--- src/rtl/core_pkg.sv ---
// core_pkg: shared port-ID and arbiter-state types for the core bus arbiter
package core_pkg;
    typedef enum logic {INSTR = 1'b0, DATA = 1'b1} core_if_e;
    typedef enum logic [1:0] {IDLE, LOCK_INSTR, LOCK_DATA} arb_state_e;
endpackage

--- src/rtl/core_bus_id_fifo.sv ---
// core_bus_id_fifo: 1-bit-wide in-order ID queue of granted, unanswered transactions
module core_bus_id_fifo #(
    parameter int DEPTH = 4
) (
    input  logic clk_i,
    input  logic rst_i,
    input  logic push,
    input  logic pop,
    input  logic din,
    output logic full,
    output logic empty,
    output logic head
);
    localparam int AW = $clog2(DEPTH);
    localparam int CW = AW + 1;
    logic          mem [DEPTH];
    logic [AW-1:0] wp, rp;
    logic [CW-1:0] count;
    logic          do_push, do_pop;
    assign full    = count == CW'(DEPTH);
    assign empty   = count == '0;
    assign head    = mem[rp];
    assign do_push = push && !full;
    assign do_pop  = pop && !empty;
    // pointers wrap naturally at the power-of-two depth; count tracks occupancy
    always_ff @(posedge clk_i) begin
        if (rst_i) begin
            wp    <= '0;
            rp    <= '0;
            count <= '0;
        end else begin
            if (do_push) begin
                mem[wp] <= din;
                wp      <= wp + AW'(1);
            end
            if (do_pop) rp <= rp + AW'(1);
            count <= count + CW'(do_push) - CW'(do_pop);
        end
    end
endmodule

--- src/rtl/core_bus_arbiter.sv ---
// core_bus_arbiter: round-robin merge of INSTR/DATA master ports onto one memory bus
module core_bus_arbiter
    import core_pkg::*;
#(
    parameter int ADDR_W    = 32,
    parameter int DATA_W    = 32,
    parameter int MAX_OUTST = 4
) (
    input  logic                clk_i,
    input  logic                rst_i,
    input  logic                instr_req_i,
    input  logic [ADDR_W-1:0]   instr_addr_i,
    output logic                instr_gnt_o,
    output logic                instr_rvalid_o,
    output logic [DATA_W-1:0]   instr_rdata_o,
    input  logic                data_req_i,
    input  logic [ADDR_W-1:0]   data_addr_i,
    input  logic                data_we_i,
    input  logic [DATA_W/8-1:0] data_be_i,
    input  logic [DATA_W-1:0]   data_wdata_i,
    output logic                data_gnt_o,
    output logic                data_rvalid_o,
    output logic [DATA_W-1:0]   data_rdata_o,
    output logic                mem_req_o,
    output logic [ADDR_W-1:0]   mem_addr_o,
    output logic                mem_we_o,
    output logic [DATA_W/8-1:0] mem_be_o,
    output logic [DATA_W-1:0]   mem_wdata_o,
    input  logic                mem_gnt_i,
    input  logic                mem_rvalid_i,
    input  logic [DATA_W-1:0]   mem_rdata_i,
    output logic                err_o
);
    arb_state_e state;
    core_if_e   rr_last, pick, sel;
    logic       err, push, full, empty, head;

    core_bus_id_fifo #(.DEPTH(MAX_OUTST)) u_id_fifo (
        .clk_i(clk_i),
        .rst_i(rst_i),
        .push (push),
        .pop  (mem_rvalid_i),
        .din  (sel),
        .full (full),
        .empty(empty),
        .head (head)
    );

    // pick a requester, let a pending lock override it, and mux the address phase
    always_comb begin
        pick           = (instr_req_i && data_req_i) ? ((rr_last == INSTR) ? DATA : INSTR)
                                                     : (data_req_i ? DATA : INSTR);
        sel            = (state == LOCK_DATA) ? DATA : (state == LOCK_INSTR) ? INSTR : pick;
        mem_req_o      = (state != IDLE) || ((instr_req_i || data_req_i) && !full);
        mem_addr_o     = (sel == DATA) ? data_addr_i : instr_addr_i;
        mem_we_o       = (sel == DATA) && data_we_i;
        mem_be_o       = (sel == DATA) ? data_be_i : '1;
        mem_wdata_o    = (sel == DATA) ? data_wdata_i : '0;
        push           = mem_req_o && mem_gnt_i;
        instr_gnt_o    = push && (sel == INSTR);
        data_gnt_o     = push && (sel == DATA);
        instr_rvalid_o = mem_rvalid_i && !empty && (head == INSTR);
        data_rvalid_o  = mem_rvalid_i && !empty && (head == DATA);
        instr_rdata_o  = mem_rdata_i;
        data_rdata_o   = mem_rdata_i;
        err_o          = err;
    end

    // lock an ungranted address phase, remember the last winner, latch spurious responses
    always_ff @(posedge clk_i) begin
        if (rst_i) begin
            state   <= IDLE;
            rr_last <= INSTR;
            err     <= 1'b0;
        end else begin
            if (push) begin
                state   <= IDLE;
                rr_last <= sel;
            end else if (mem_req_o) begin
                state <= (sel == DATA) ? LOCK_DATA : LOCK_INSTR;
            end
            if (mem_rvalid_i && empty) err <= 1'b1;
        end
    end
endmodule

--- config.mk ---
export PLATFORM = sky130hd
export DESIGN_NAME = core_bus_arbiter
export DESIGN_NICKNAME = d
export VERILOG_FILES = /design/src/rtl/core_pkg.sv /design/src/rtl/core_bus_id_fifo.sv /design/src/rtl/core_bus_arbiter.sv
export SDC_FILE = /design/constraint.sdc
export NUM_CORES = 1
export LEC_CHECK = 0
export BUFFER_PORTS_ARGS = -buffer_cell sky130_fd_sc_hd__buf_2
export CAP_MARGIN = 20
export CORE_AREA = 2 2 107 109
export DETAILED_ROUTE_END_ITERATION = 8
export DIE_AREA = 0 0 109 111
export GPL_ROUTABILITY_DRIVEN = 0
export PLACE_DENSITY = 0.52
export REMOVE_ABC_BUFFERS = 1
export SYNTH_ARGS = -nofsm -noshare
export SYNTH_HDL_FRONTEND = slang
export SYNTH_SLANG_ARGS = --single-unit
--- constraint.sdc ---
create_clock -name clk_i -period 2.3 [get_ports clk_i]
set_input_delay 0.69 -clock clk_i [delete_from_list [all_inputs] [get_ports clk_i]]
set_output_delay 0.69 -clock clk_i [all_outputs]
set_load 0.01 [all_outputs]
==> Word-level counts from Yosys, hierarchy flattened <==
Memory sizes are Yosys's and may differ from the RTL's. A register that Yosys moved wholly into a read port is not among the register bits.
Index checks and enable logic that the tools add are counted.
{ "word_totals": {"mem_bits_ro": 0, "memories": 1, "latchBits": 0, "ram_bits": 4, "word_cells": 48, "register_bits": 11} }
{ "op_classes": {"order_cmp": 0, "muxes": 14, "n_reduce_logical": 18, "bitwise": 2, "n_addsub": 4, "div_mod_pow": 0, "shifts": 0, "n_eq_ne": 3, "mul": 0} }
{ "memory_table": {"columns": ["memory", "depth", "word_bits", "rd", "rd_ports_with_merged_regs", "wr", "line_no", "source"], "rows": [
  ["u_id_fifo.mem", 4, 1, 1, 1, 1, "core_bus_id_fifo.sv:16", "logic mem [DEPTH];"]
]} }
{ "op_table": {"columns": ["cell", "n"], "rows": [
  ["$mux 32", 2],
  ["$logic_and 1x1->1", 11],
  ["$mux 1", 8],
  ["$mux 2", 3],
  ["$add 2x1->2 const B", 2],
  ["$mux 4", 1],
  ["$add 3x1->3", 1],
  ["$eq 3x3->1 const B", 1],
  ["$logic_not 3->1", 1],
  ["$sub 3x1->3", 1],
  ["$eq 2x1->1 const B", 1],
  ["$eq 2x2->1 const B", 1],
  ["$logic_not 1->1", 2],
  ["$logic_or 1x1->1", 2],
  ["$not 1->1", 2],
  ["$reduce_bool 2->1", 1],
  ["$reduce_or 2->1", 1]
]} }

==> Longest topological paths before layout <==
{ "logic_depth": {"ltp_word": 9, "mapped_depth": 8, "mapped_depth_nobuf": 8} }

==> Hierarchy <==
A second synthesis with hierarchy kept.
{ "unflattened": {"cells_unflattened": 221, "area_unflattened_um2": 1985.7} }
{ "modules_own_cells": {"columns": ["mod", "area_per_inst_um2", "n_inst", "cells_per_inst", "seq_area_each_um2"], "rows": [
  ["core_bus_arbiter", 1355.0, 1, 165, 80.1],
  ["core_bus_id_fifo", 630.6, 1, 56, 300.3]
]} }

==> Least setup slack after synthesis <==
No wires, ideal clock.
{ "synth_timing": {"path_type": "in2out", "from": "input port data_req_i", "to": "output port mem_addr_o[13]", "arrival_ns": 1.714, "path_slack_ns": -0.104, "t_required_ns": 1.610, "cell_stages": 5, "path_cell_list": "a21boi_1 > maj3_2 > buf_6 > buf_6 > mux2_4"} }
{ "synth_between": {"elab_chain_cells": 5, "word_cells_on_any_way": 6, "classes_between": "mux: 5; reduce/logical: 1"} }
{ "synth_lines": {"columns": ["element", "line_no", "source"], "rows": [
  ["start: declaration", "core_bus_arbiter.sv:16", "input logic data_req_i,"],
  ["$mux 1 / $logic_and 1x1->1 (equally long branches)", "core_bus_arbiter.sv:52, core_bus_arbiter.sv:51", null],
  ["$mux 1 (*)", "core_bus_arbiter.sv:51", "pick = (instr_req_i && data_req_i) ? ((rr_last == INSTR) ? DATA : INSTR)"],
  ["$mux 1 (*) (2 in a row)", "core_bus_arbiter.sv:53", "sel = (state == LOCK_DATA) ? DATA : (state == LOCK_INSTR) ? INSTR : pick;"],
  ["$mux 32 (*)", "core_bus_arbiter.sv:55", "mem_addr_o = (sel == DATA) ? data_addr_i : instr_addr_i;"],
  ["end: declaration", "core_bus_arbiter.sv:25", "output logic [ADDR_W-1:0] mem_addr_o,"]
]} }
Mark *: on every way between the ends. The rest lies on a longest branch, timed or not.

==> Worst setup path after layout <==
{ "layout_timing": {"from": "input port data_req_i", "to": "output port mem_addr_o[22]"} }
The elaborated chain is that of the path after synthesis.

==> results.yml <==
clock_network:
  cts_max_path_buffers: 2
  cts.sinks: 17
  clk_pin_slew_worst_paths_ns: 0.05
  h-tree-depth: 1
  numCtsBuffers: 3
  cts-root-buf: "clkbuf_16"
  tritoncts: "done"
  clock_latency_ns: 0.25
timing:
  worst_slack_ns: -0.323
  clock_skew_ns: 0.00349
  rsz0062_at_grt: "yes"
  drv_slew: 0
  setup_viol: 71
  max_slew.worst_pin.slew_ns: 0.349
  fin_crit_sh: 1.14
  period_needed_ns: 2.62
  max_freq_mhz: 381
  hold_violations: 0
  slew_headroom: 0.765
  fin_hold_ws_ns: 0.465
min_path:
  min_path_type: "reg -> reg"
  holdPathStages: 2
route:
  vias: 1946
  routed_wl_mm: 8.44
  vias_per_cell: 3.99
  drc_errors: 0
  drtPass1Iterations: 4
  drt_iter0_markers: 57
  routedWlPerCell_um: 17.3
  ant_nets: 0
run_status:
  status: "finished, violations left"
  violations: "setup timing"
cells_and_area:
  design_area_um2: 3000
  final_nets: 492
  utilization: 0.271
  layout-drive-gt1-share: 0.728
  area_growth_pct: 51.6
  diodes: 0
pwr:
  peakVddDrop_mv: 0.480
  leakage_nw: 1.57
  p_per_area_nw_per_um2: 636
  total_power_mw: 1.91
floorplan:
  pin_count: 278
  die-area_um2: 12100
  start_util: 0.179
  die_x_um: 109
  core_area_um2: 11100
  die_h_um: 111
  rows: 39
setup_path:
  cpLargestDelayFamily: "buffers and inverters"
  crit_path_end_kind: "primary output"
  crit_path_top_delay_cell: "maj3_2"
  worst-path-buf-inv: 3
  startpoint_type: "primary input"
  cpMostUsedCell: "buf_6"
  max_stage_delay_ns: 0.35
  cp_max_fo: 21
  critical_path_class: "in -> out"
  cp_num_cells: 6
  worstRegToRegCells: 8
  crit_chain: "buf_6, a21boi_2, maj3_2, buf_6, mux2_4, buf_2"
  cp_data_arrival_time_ns: 1.93
  crit_required_ns: 1.61
logic_synthesis:
  netlist_instances: 218
  ys_ff_latch: 17
  synth.distinct_cells: 29
  yosysWarnings: 0
  syn_avg_cell_area_um2: 9.08
  synth_area_um2: 1980
  synth_seq_area_share: 0.192
global_route:
  grt_use_total: 0.124
  gr-total-overflow: 0
  grt_pass1_vias: 1903
  antenna_found_initial: 0
  grt_first_pass_wirelength_mm: 11.2
  grt_max_degree: 29
  grt-busiest-layer: "met2"
  use_met3: 0.106
  global_route.usage.met2: 0.162
  grt_use_met1: 0.154
placement:
  dpl.hpwl_mm: 6.54
  place_area_um2: 2610
  place_ws_ns: -0.380
  portBuffers: 181
flow_run:
  cap_violations: 0
## stage by stage
stage,std cells,setup TNS [ns]
floorplan,145,-37.09
global placement,479,-17.68
detailed placement,479,-18.61
CTS,485,-18.88
global route,488,-20.50
finish,488,-17.83
## final cells by class
type,count,area [um2]
Clock buffer,3,75.1
Clock inverter,1,5.00
Fill cell,1161,8080
Inverter,7,26.3
Multi-Input combinational cell,121,1080
Sequential cell,17,380
Tap cell,143,179
Timing Repair Buffer,196,1250
## worst paths after layout
check | from | endpoint | slack (ns)
max reg2reg | u_id_fifo.count[2]$_SDFF_PP0_ | u_id_fifo.count[2]$_SDFF_PP0_ | 0.28
min | err_o$_SDFFE_PP0P_ | err_o$_SDFFE_PP0P_ | 0.46
min reg2reg | err_o$_SDFFE_PP0P_ | err_o$_SDFFE_PP0P_ | 0.46
max | data_req_i | mem_addr_o[22] | -0.32
## cells by family (layout without fill, tap and decap cells)
kind of cell / after synthesis / in the layout / share of synthesized area
flip-flops: 17 / 17 / 0.192
AO/OA/AOI/OAI: 8 / 8 / 0.0266
XOR/XNOR: 5 / 5 / 0.0221
AND/OR/NAND/NOR: 67 / 67 / 0.192
multiplexers: 33 / 33 / 0.228
adder cells (fa/ha/maj): 8 / 8 / 0.0537
buffers and inverters: 80 / 207 / 0.286
## layer usage
layer  part of all wire  vias to the layer above
met3               0.17                        6
li1                   -                      891
met5              0.010                        -
met4             0.0027                        4
met2               0.42                      181
met1               0.40                      864
## report_power, final
part | internal (mW) | switching [mW]
clock network | 0.232 | 0.109
logic | 0.652 | 0.479
registers | 0.380 | 0.0573
## cells in the final DEF, fill, tap and decap left out, types with 2 or more instances in the layout
master and count:
nor2b_1 5, mux2_4 18, and2_1 24, buf_6 28
nand2_1 3, mux2_2 14, inv_1 7, edfxtp_1 4
ha_1 6, o21ai_0 2, a21oi_1 2, and2_4 14
nor2_1 11, buf_4 8, clkbuf_16 5, nor3_1 3
dfxtp_1 13, buf_2 156, xnor2_1 4, nand2b_1 4
## synthesized netlist by cell type, drive strengths merged
cell type	count	area share
a21boi	1	0.0038
inv	7	0.013
a21o	1	0.0038
xnor2	4	0.018
clkbuf	3	0.0057
maj3	1	0.0057
nand2b	4	0.013
and2	38	0.12
and3	1	0.0032
ha	6	0.038
a21oi	2	0.0051
nor2	12	0.023
mux2	32	0.22
nand2	3	0.0057
o41ai	1	0.0044
edfxtp	4	0.061
o21ai	2	0.0051
dfxtp	13	0.13
buf	70	0.27
nor3b	1	0.0038
fa	1	0.010
xor2	1	0.0044
o31a	1	0.0044
mux4	1	0.011
nor2b	5	0.016
nor3	3	0.0076
## repair_timing
item / CTS / global route
setup endpoints to repair: 71 / 72
hold buffers: 0 / 0
buffers inserted: 1 / 0
hold endpoints to repair: 0 / 0
resized for setup: 13 / 32
pin swaps: 1 / 14
gates cloned: 1 / 3
## worst min-delay path, stage by stage, from the launching register on
cell and delay, ns:
dfxtp_1 0.32, a21oi_1 0.04, nor2_1 0.07
Note: power is estimated with default switching activity, not from simulation.
